<file path="config.mk">
export PLATFORM = sky130hd
export DESIGN_NAME = register_context_engine_flat
export DESIGN_NICKNAME = d
export VERILOG_FILES = /design/src/rtl/register_context_engine_if.sv /design/src/rtl/register_context_engine.sv /design/src/flat_wrapper.sv
export SDC_FILE = /design/constraint.sdc
export NUM_CORES = 1
export LEC_CHECK = 0
export BUFFER_PORTS_ARGS = -buffer_cell sky130_fd_sc_hd__buf_2
export CORE_ASPECT_RATIO = 0.8
export CORE_MARGIN = 2
export CORE_UTILIZATION = 48
export CTS_BUF_LIST = sky130_fd_sc_hd__clkbuf_8
export DETAILED_ROUTE_END_ITERATION = 8
export PLACE_DENSITY = 0.78
export SLEW_MARGIN = 40
export SYNTH_ARGS = -nofsm -noshare
export SYNTH_HDL_FRONTEND = slang
export SYNTH_SLANG_ARGS = --single-unit
</file>
<file path="constraint.sdc">
create_clock -name clk -period 2.42 [get_ports clk]
set_clock_uncertainty 0.15 [all_clocks]
set_input_delay 0.484 -clock clk [delete_from_list [all_inputs] [get_ports clk]]
set_output_delay 0.484 -clock clk [all_outputs]
set_load 0.01 [all_outputs]
</file>
<file path="src/rtl/register_context_engine_if.sv">
`default_nettype none
// ============================================================================
//  Module   : register_context_engine_if
//  Purpose  : Request/status handshake and the read/write ports of both the
//             main and the shadow register banks, bundled for the save/restore
//             engine.
//  Revision : 1.0  initial release
// ============================================================================
interface register_context_engine_if #(
  parameter int REG_NUM    = 32,
  parameter int DATA_WIDTH = 64
);
  localparam int AW = $clog2(REG_NUM);

  // Request / status handshake
  logic                  save_req;
  logic                  restore_req;
  logic                  stall;
  logic                  busy;
  logic                  done;

  // Main bank ports
  logic [AW-1:0]         main_rd_addr;
  logic [DATA_WIDTH-1:0] main_rd_data;
  logic [AW-1:0]         main_wr_addr;
  logic [DATA_WIDTH-1:0] main_wr_data;
  logic                  main_wr_en;

  // Shadow bank ports
  logic [AW-1:0]         sh_rd_addr;
  logic [DATA_WIDTH-1:0] sh_rd_data;
  logic [AW-1:0]         sh_wr_addr;
  logic [DATA_WIDTH-1:0] sh_wr_data;
  logic                  sh_wr_en;

  // Engine side
  modport master (
    input  save_req, restore_req, stall,
    input  main_rd_data, sh_rd_data,
    output busy, done,
    output main_rd_addr, main_wr_addr, main_wr_data, main_wr_en,
    output sh_rd_addr, sh_wr_addr, sh_wr_data, sh_wr_en
  );

  // Requester / bank side
  modport slave (
    output save_req, restore_req, stall,
    output main_rd_data, sh_rd_data,
    input  busy, done,
    input  main_rd_addr, main_wr_addr, main_wr_data, main_wr_en,
    input  sh_rd_addr, sh_wr_addr, sh_wr_data, sh_wr_en
  );
endinterface
`default_nettype wire

</file>
<file path="src/rtl/register_context_engine.sv">
`default_nettype none
// ============================================================================
//  Module   : register_context_engine
//  Purpose  : Copies registers 1..REG_NUM-1 from the main bank into the shadow
//             bank (save) or back (restore), one register per unstalled cycle.
//             Register 0 is hard-wired zero in both banks and is skipped.
//  Revision : 1.0  initial release
// ============================================================================
module register_context_engine #(
  parameter int REG_NUM    = 32,
  parameter int DATA_WIDTH = 64
) (
  input wire clk,
  input wire reset,
  register_context_engine_if.master bus
);

  localparam int AW = $clog2(REG_NUM);
  localparam logic [AW-1:0] c_first_idx = AW'(1);
  localparam logic [AW-1:0] c_last_idx  = AW'(REG_NUM - 1);

  typedef enum logic [1:0] {
    S_IDLE  = 2'd0,
    S_COPY  = 2'd1,
    S_DRAIN = 2'd2
  } state_t;

  state_t                r_state;
  logic [AW-1:0]         r_idx;
  logic                  r_dir;          // 0 = save (main->shadow), 1 = restore
  logic                  r_busy;
  logic                  r_done;

  logic [AW-1:0]         r_main_wr_addr;
  logic [DATA_WIDTH-1:0] r_main_wr_data;
  logic                  r_main_wr_en;
  logic [AW-1:0]         r_sh_wr_addr;
  logic [DATA_WIDTH-1:0] r_sh_wr_data;
  logic                  r_sh_wr_en;

  logic                  w_copying;

  // Sequencer: accepts a request, walks idx across the bank, then drains the last write
  always_ff @(posedge clk or negedge reset) begin
    if (!reset) begin
      r_state        <= S_IDLE;
      r_idx          <= '0;
      r_dir          <= 1'b0;
      r_busy         <= 1'b0;
      r_done         <= 1'b0;
      r_main_wr_addr <= '0;
      r_main_wr_data <= '0;
      r_main_wr_en   <= 1'b0;
      r_sh_wr_addr   <= '0;
      r_sh_wr_data   <= '0;
      r_sh_wr_en     <= 1'b0;
    end else begin
      r_done <= 1'b0;
      case (r_state)
        S_IDLE: begin
          r_main_wr_en <= 1'b0;
          r_sh_wr_en   <= 1'b0;
          if (bus.save_req || bus.restore_req) begin
            // Save has priority when both requests arrive together
            r_dir   <= ~bus.save_req;
            r_idx   <= c_first_idx;
            r_busy  <= 1'b1;
            r_state <= S_COPY;
          end
        end

        S_COPY: begin
          if (bus.stall) begin
            r_main_wr_en <= 1'b0;
            r_sh_wr_en   <= 1'b0;
          end else begin
            if (r_dir) begin
              r_main_wr_addr <= r_idx;
              r_main_wr_data <= bus.sh_rd_data;
              r_main_wr_en   <= 1'b1;
              r_sh_wr_en     <= 1'b0;
            end else begin
              r_sh_wr_addr   <= r_idx;
              r_sh_wr_data   <= bus.main_rd_data;
              r_sh_wr_en     <= 1'b1;
              r_main_wr_en   <= 1'b0;
            end
            // idx stops at the top register instead of wrapping back to 0
            if (r_idx == c_last_idx) begin
              r_state <= S_DRAIN;
            end else begin
              r_idx <= r_idx + AW'(1);
            end
          end
        end

        S_DRAIN: begin
          // The top register's write is on the bus during this state; stall is ignored
          r_main_wr_en <= 1'b0;
          r_sh_wr_en   <= 1'b0;
          r_busy       <= 1'b0;
          r_done       <= 1'b1;
          r_state      <= S_IDLE;
        end

        default: begin
          r_main_wr_en <= 1'b0;
          r_sh_wr_en   <= 1'b0;
          r_busy       <= 1'b0;
          r_state      <= S_IDLE;
        end
      endcase
    end
  end

  // Only the source bank is addressed, and only while copying
  assign w_copying        = (r_state == S_COPY);
  assign bus.main_rd_addr = (w_copying && !r_dir) ? r_idx : '0;
  assign bus.sh_rd_addr   = (w_copying &&  r_dir) ? r_idx : '0;

  assign bus.busy         = r_busy;
  assign bus.done         = r_done;
  assign bus.main_wr_addr = r_main_wr_addr;
  assign bus.main_wr_data = r_main_wr_data;
  assign bus.main_wr_en   = r_main_wr_en;
  assign bus.sh_wr_addr   = r_sh_wr_addr;
  assign bus.sh_wr_data   = r_sh_wr_data;
  assign bus.sh_wr_en     = r_sh_wr_en;

endmodule
`default_nettype wire

</file>
<file path="src/flat_wrapper.sv">
// flat-port wrapper written by rule: the top's interface ports become plain ports
module register_context_engine_flat 
#(
  parameter int REG_NUM    = 32,
  parameter int DATA_WIDTH = 64
)
  (clk, reset, bus_save_req, bus_restore_req, bus_stall, bus_main_rd_data, bus_sh_rd_data, bus_busy, bus_done, bus_main_rd_addr, bus_main_wr_addr, bus_main_wr_data, bus_main_wr_en, bus_sh_rd_addr, bus_sh_wr_addr, bus_sh_wr_data, bus_sh_wr_en);
  register_context_engine_if #(.REG_NUM(REG_NUM), .DATA_WIDTH(DATA_WIDTH)) bus_i ();
  input wire clk;
  input wire reset;
  input wire logic [$bits(bus_i.save_req)-1:0] bus_save_req;
  input wire logic [$bits(bus_i.restore_req)-1:0] bus_restore_req;
  input wire logic [$bits(bus_i.stall)-1:0] bus_stall;
  input wire logic [$bits(bus_i.main_rd_data)-1:0] bus_main_rd_data;
  input wire logic [$bits(bus_i.sh_rd_data)-1:0] bus_sh_rd_data;
  output wire logic [$bits(bus_i.busy)-1:0] bus_busy;
  output wire logic [$bits(bus_i.done)-1:0] bus_done;
  output wire logic [$bits(bus_i.main_rd_addr)-1:0] bus_main_rd_addr;
  output wire logic [$bits(bus_i.main_wr_addr)-1:0] bus_main_wr_addr;
  output wire logic [$bits(bus_i.main_wr_data)-1:0] bus_main_wr_data;
  output wire logic [$bits(bus_i.main_wr_en)-1:0] bus_main_wr_en;
  output wire logic [$bits(bus_i.sh_rd_addr)-1:0] bus_sh_rd_addr;
  output wire logic [$bits(bus_i.sh_wr_addr)-1:0] bus_sh_wr_addr;
  output wire logic [$bits(bus_i.sh_wr_data)-1:0] bus_sh_wr_data;
  output wire logic [$bits(bus_i.sh_wr_en)-1:0] bus_sh_wr_en;
  assign bus_i.save_req = bus_save_req;
  assign bus_i.restore_req = bus_restore_req;
  assign bus_i.stall = bus_stall;
  assign bus_i.main_rd_data = bus_main_rd_data;
  assign bus_i.sh_rd_data = bus_sh_rd_data;
  assign bus_busy = bus_i.busy;
  assign bus_done = bus_i.done;
  assign bus_main_rd_addr = bus_i.main_rd_addr;
  assign bus_main_wr_addr = bus_i.main_wr_addr;
  assign bus_main_wr_data = bus_i.main_wr_data;
  assign bus_main_wr_en = bus_i.main_wr_en;
  assign bus_sh_rd_addr = bus_i.sh_rd_addr;
  assign bus_sh_wr_addr = bus_i.sh_wr_addr;
  assign bus_sh_wr_data = bus_i.sh_wr_data;
  assign bus_sh_wr_en = bus_i.sh_wr_en;
  register_context_engine #(.REG_NUM(REG_NUM), .DATA_WIDTH(DATA_WIDTH)) u_core (.clk(clk), .reset(reset), .bus(bus_i));
endmodule
</file>
# --- Word level (Yosys, flattened, before mapping) ---
# Index checks and enable logic that the tools add are counted.
word_totals:
  ff_bits: 150
  input_bits: 133
  output_inout_bits: 152
  word_cells: 54
op_classes:
  add_sub_neg: 1
  n_eq_ne: 7
  muxes: 19
  bitwise_logic: 4
  reduce_logical: 12
ops:
  columns: ["cell", "n"]
  rows:
  - ["5-bit two-way mux", 5]
  - ["5-bit one-hot mux with 2 select lines", 1]
  - ["3-bit AND reduction", 3]
  - ["1-bit two-way mux", 8]
  - ["2-bit two-way mux", 3]
  - ["2-bit != test, second input constant", 3]
  - ["5-bit by 1-bit adder with 5-bit output, second input constant", 1]
  - ["5-bit equality test, second input constant", 1]
  - ["1-bit NOT", 4]
  - ["2-bit one-hot mux with 2 select lines", 1]
  - ["2-bit AND reduction", 2]
  - ["4-bit AND reduction", 1]
  - ["2-bit by 1-bit equality test with 1-bit output, second input constant", 1]
  - ["2-bit equality test, second input constant", 1]
  - ["1-bit logical AND", 2]
  - ["2-bit zero test", 1]
  - ["2-bit by 1-bit != test with 1-bit output, second input constant", 1]
  - ["1-bit one-hot mux with 2 select lines", 1]
  - ["2-bit nonzero test", 1]
  - ["1-bit zero test", 1]
  - ["1-bit logical OR", 1]

# --- Logic depth before layout (Yosys ltp) ---
depth:
  word_depth: 4
  mapped_depth: 7
  ltp_nobuf: 6

# --- Least setup slack after synthesis ---
# OpenSTA, ideal clock, no wires.
synth_timing:
  kind: "register to register"
  from: "register u_core.r_idx[0]"
  to: "register u_core.r_idx[3]"
  setup_time_ns: 0.124
  t_arrival_ns: 1.806
  required_ns: 2.146
  slack_ns: 0.340
  path_stages_with_launch: 7
  path_buffers: 0
  period_less_slack_ns: 2.080
  path_cell_list: "dfrtp_1 -> ha_1 -> and3_1 -> ha_1 -> nor4b_1 -> a21oi_1 -> a211o_1"
synth_via:
  elab_chain_cells: 4
  word_cells_on_any_way: 7
  classes_between: "add/sub: 1; eq/ne: 2; mux: 3; reduce/logical: 1"
synth_lines:
  columns: ["item", "line", "source"]
  rows:
  - ["start: declaration", "register_context_engine.sv:29", "logic [AW-1:0] r_idx;"]
  - ["start signal: assignment", "register_context_engine.sv:66", "r_idx <= c_first_idx;"]
  - ["start signal: assignment", "register_context_engine.sv:92", "r_idx <= r_idx + AW'(1);"]
  - ["5-bit by 1-bit adder with 5-bit output", "register_context_engine.sv:92", null]
  - ["5-bit two-way mux", "register_context_engine.sv:89", "if (r_idx == c_last_idx) begin"]
  - ["5-bit two-way mux", "register_context_engine.sv:73", "if (bus.stall) begin"]
  - ["5-bit one-hot mux with 2 select lines", "register_context_engine.sv:59", "case (r_state)"]
# Several ways; a longest one is shown, not always the timed one. The select of a mux whose other input is x is not followed.
# A chain may end at the register's enable or synchronous reset.

# --- Worst setup path after layout ---
layout_timing:
  from: "register u_core.r_state[0]"
  to: "output bus_sh_rd_addr[0]"
layout_via:
  elab_chain_cells: 3
layout_lines:
  columns: ["item", "line", "source"]
  rows:
  - ["start: declaration", "register_context_engine.sv:28", "state_t r_state;"]
  - ["start signal: assignment", "register_context_engine.sv:46", "r_state <= S_IDLE;"]
  - ["start signal: assignment", "register_context_engine.sv:68", "r_state <= S_COPY;"]
  - ["start signal: assignment", "register_context_engine.sv:90", "r_state <= S_DRAIN;"]
  - ["2-bit by 1-bit equality test with 1-bit output", "register_context_engine.sv:117", "assign w_copying = (r_state == S_COPY);"]
  - ["1-bit logical AND", "register_context_engine.sv:119", "assign bus.sh_rd_addr = (w_copying && r_dir) ? r_idx : '0;"]
  - ["5-bit two-way mux", "register_context_engine.sv:119", null]
  - ["end: declaration", "flat_wrapper.sv:22", "output wire logic [$bits(bus_i.sh_rd_addr)-1:0] bus_sh_rd_addr;"]
# Every way passes these cells.

==> impl_metrics.tcl <==
set metrics [dict create \
    hold_path_depth 2 \
    rr_worst_depth 6 \
    syn_nets 490 \
    fin_crit_ns 2.253 \
    num-nets-final 785 \
    worstHoldPathType "in2reg" \
    place.gp.congestion 0.8368 \
    yosys_warnings 0 \
    wire_per_inst_um 17.37 \
    die_area_mm2 0.01369 \
    reg2reg_slack_ns 0.22 \
    crit_chain "nor2b_4, and3_1, buf_2" \
    cts_tree "built" \
    synth_top_cell_area_share 0.6125 \
    numPortBuffers 284 \
    cts_setup_buffers 0 \
    ioPinCount 285 \
    internal_power_mw 7.567 \
    p_total_mw 11.36 \
    dp_cells 801 \
    peakVddDrop_uv 783.4 \
    h-tree-depth 4 \
    clock_latency_ns 0.44 \
    cp-end-kind "output pin" \
    dr.pass1.iters 4 \
    switchingPower_mw 3.793 \
    crit_type "reg2out" \
    hold_slack_ns 0.06875 \
    drcViolationCount 0 \
    comb_power_share 0.415 \
    syn_area_mm2 0.006128 \
    fp.coreArea_mm2 0.01230 \
    p_per_area_mw_per_mm2 1397 \
    synth_edf_count 0 \
    worst_setup_path_start_kind "flop" \
    yosysSeqAreaShare 0.6125 \
    dpl.hpwl_um 10580 \
    drtIter0Drc 141 \
    synthDistinctLibCells 31 \
    rr_endpoint "u_core.r_idx[3]" \
    critPathMaxFanout 10 \
    fin_cells 836 \
    via_per_inst 4.846 \
    die_w_um 130.3 \
    cpLargestDelayFamily "flip-flops" \
    initial_utilization 0.4984 \
    period_share 0.9308 \
    r2r_start "u_core.r_idx[0]" \
    finalSetupTns_ns 0 \
    cpMaxStageDelayCell "dfrtp_1" \
    cts_buffers 17 \
    seqCellArea_mm2 0.003754 \
    seqPwrFrac 0.395 \
    p_leak_nw 4.157 \
    grt_max_degree 74 \
    clkTransAtPathRegs_ns 0.08 \
    p_clk_frac 0.189 \
    swShare 0.3339 \
    grt_pass1_wl_um 22360 \
    hold_viol_final 0 \
    routed_wl_um 14530 \
    slowest_delay_ns 0.53 \
    run_status "finished clean" \
    cp_data_arrival_time_ns 1.62 \
    synth_largest_area_cell "dfrtp_1" \
    rsz0062_at_grt "no" \
    drtAntennaViolNets 0 \
    setup_viol 0 \
    vias 4051 \
    final.fill_count 910 \
    synth_cells 355 \
    crit_buf_inv 1 \
    cts_sinks 150 \
    max_freq_ghz 0.4439 \
    multi_input_area_mm2 0.002133 \
    drive_above_1_share 0.6078 \
    rows 36 \
    required_ns 1.79 \
    area_growth_pct 32.65 \
    hp-start "bus_save_req" \
    clockRootBuffer "clkbuf_8" \
    syn_area_per_cell_um2 17.26 \
    synthFlopType "dfrtp_1" \
    ys_ff_latch 150 \
    max_cap_violations 0 \
    synth-async-reset-ratio 1.000 \
    drv_slew 0 \
    die_h_um 105.1 \
    grt_pass1_vias 4360 \
    overflow 0 \
    tightest_slew_ns 0.4135 \
    whs_endpoint "u_core.r_dir" \
    synth.area.top_cells "dfrtp_1 (61%), mux2_4 (17%), mux2_1 (12%)" \
    antenna_found_initial 2 \
    clk_path_buf_depth 2 \
    slew_headroom 0.7243 \
    grt_usage 0.2134 \
]
[per-layer routing]
layer	global-route usage	vias to the layer above	wire, µm	share of wire
met3	0.08244	30	1351	0.093
met2	0.3534	181	7131	0.49
li1	-	1836	-	-
met1	0.2473	2004	5770	0.40
met4	0.08815	0	272	0.019
met5	0	-	0	0
[sequential cells by signal, indices dropped and copies added, names as in the netlist]
name and flops:
u_core.bus.main_wr_data 64, u_core.bus.sh_wr_data 64, u_core.bus.main_wr_addr 5, u_core.bus.sh_wr_addr 5, u_core.r_idx 5, u_core.r_state 2
u_core.bus.busy 1, u_core.bus.done 1, u_core.bus.main_wr_en 1, u_core.bus.sh_wr_en 1, u_core.r_dir 1
[worst max path at each step]
| stage | startpoint | to | slack [ns] | cells after the start |
|---|---|---|---|---|
| global placement | u_core.r_idx[0] | u_core.r_idx[3] | 0.23 | 6 |
| global route | u_core.r_state[0] | bus_sh_rd_addr[1] | 0.08 | 3 |
| CTS | u_core.r_idx[0] | u_core.r_idx[3] | 0.13 | 6 |
| finish | u_core.r_state[0] | bus_sh_rd_addr[0] | 0.17 | 3 |
| detailed placement | u_core.r_idx[0] | u_core.r_idx[3] | 0.14 | 6 |
| floorplan | u_core.r_idx[0] | u_core.r_idx[3] | 0.34 | 6 |
[synthesized netlist by cell type, drive strengths merged (2+ instances only)]
| cell type | instances |
|---|---|
| and2 | 3 |
| buf | 17 |
| nor3 | 4 |
| mux2 | 138 |
| nor2b | 2 |
| a21oi | 6 |
| ha | 2 |
| dfrtp | 150 |
| inv | 4 |
| nor2 | 4 |
| mux2i | 2 |
| nand2 | 3 |
| and3 | 9 |
[through the flow]
step                      instance area [µm²]  utilization  setup WS [ns]
after floorplan                          6128            -         0.3396
after detailed placement                 7655       0.6225         0.1446
after global routing                     8127       0.6609        0.07701
after global placement                   7655       0.6225         0.2312
after CTS                                8118       0.6602         0.1311
final                                    8129       0.6611         0.1675
[power groups by stage]
stage | Sequential, mW | Clock, mW | Combinational (mW)
2_1_floorplan | 5.01 | 0 | 2.42
3_3_place_gp | 4.44 | 0 | 4.64
3_5_place_dp | 4.51 | 0 | 4.78
4_1_cts | 4.49 | 2.20 | 4.80
5_1_grt | 4.65 | 2.32 | 5.07
6_report | 4.49 | 2.15 | 4.72
[final cells by class]
cell class / instances / share of cell area
antenna: 2 / 0.0006157
clock buffer: 22 / 0.03725
clock inverter: 10 / 0.01847
inverter: 4 / 0.001847
multi-input combinational: 183 / 0.2624
sequential: 150 / 0.4618
tap: 171 / 0.02632
timing repair buffer: 294 / 0.1913
[placed cells by master, fill, tap and decap left out]
cell           netlist  final
nor4b_2              0      1
diode_2              0      2
nor3_4               0      1
buf_2                0    283
a21o_1               1      1
buf_6                2      1
nor2b_4              1      1
mux2_4              69     69
and2_1               3      3
or2_2                1      1
clkinvlp_4           0      1
a21oi_1              6      6
nor2b_1              1      1
and3_1               8      8
buf_4                7      5
dlygate4sd3_1        0      1
a311oi_1             1      1
mux2_2               5      5
a211o_1              1      1
inv_1                4      6
nand3_1              1      1
clkinv_2             0      3
bufinv_16            0      4
dfrtp_1            150    150
buf_12               8      4
mux2_1              64     64
nor3_1               3      3
or4b_1               1      1
mux2i_1              2      2
and3_4               1      1
clkbuf_8             0     22
nand2_1              3      3
nand2b_4             1      1
nor2_1               4      4
o21a_1               1      1
o21ai_0              1      1
ha_1                 2      2
[repair_timing]
item / 4_1_cts / 5_1_grt
hold endpoints to repair: 43 / 0
endpoints found under the setup margin: 0 / 3
resized for setup: 0 / 1
hold buffers: 1 / 0
[worst register-to-register path, delay by kind of cell, from the launching register on]
| kind | cells | cell delay (ns) |
|---|---|---|
| AOI/OAI and AO/OA | 1 | 0.12 |
| adders and majority gates | 2 | 0.49 |
| DFF | 1 | 0.46 |
| and+or+nand+nor | 3 | 0.93 |
[logic make-up (layout without fill, tap and decap cells)]
family	after synthesis	in the layout	synth area share
AO/OA/AOI/OAI	11	11	0.01103
AND/OR/NAND/NOR	30	30	0.03185
buffers and inverters	22	330	0.04144
multiplexers	140	140	0.2991
other	0	2	0
flip-flops	150	150	0.6125
adder cells (fa/ha/maj)	2	2	0.004083
Power figures use the tool's default switching activity.
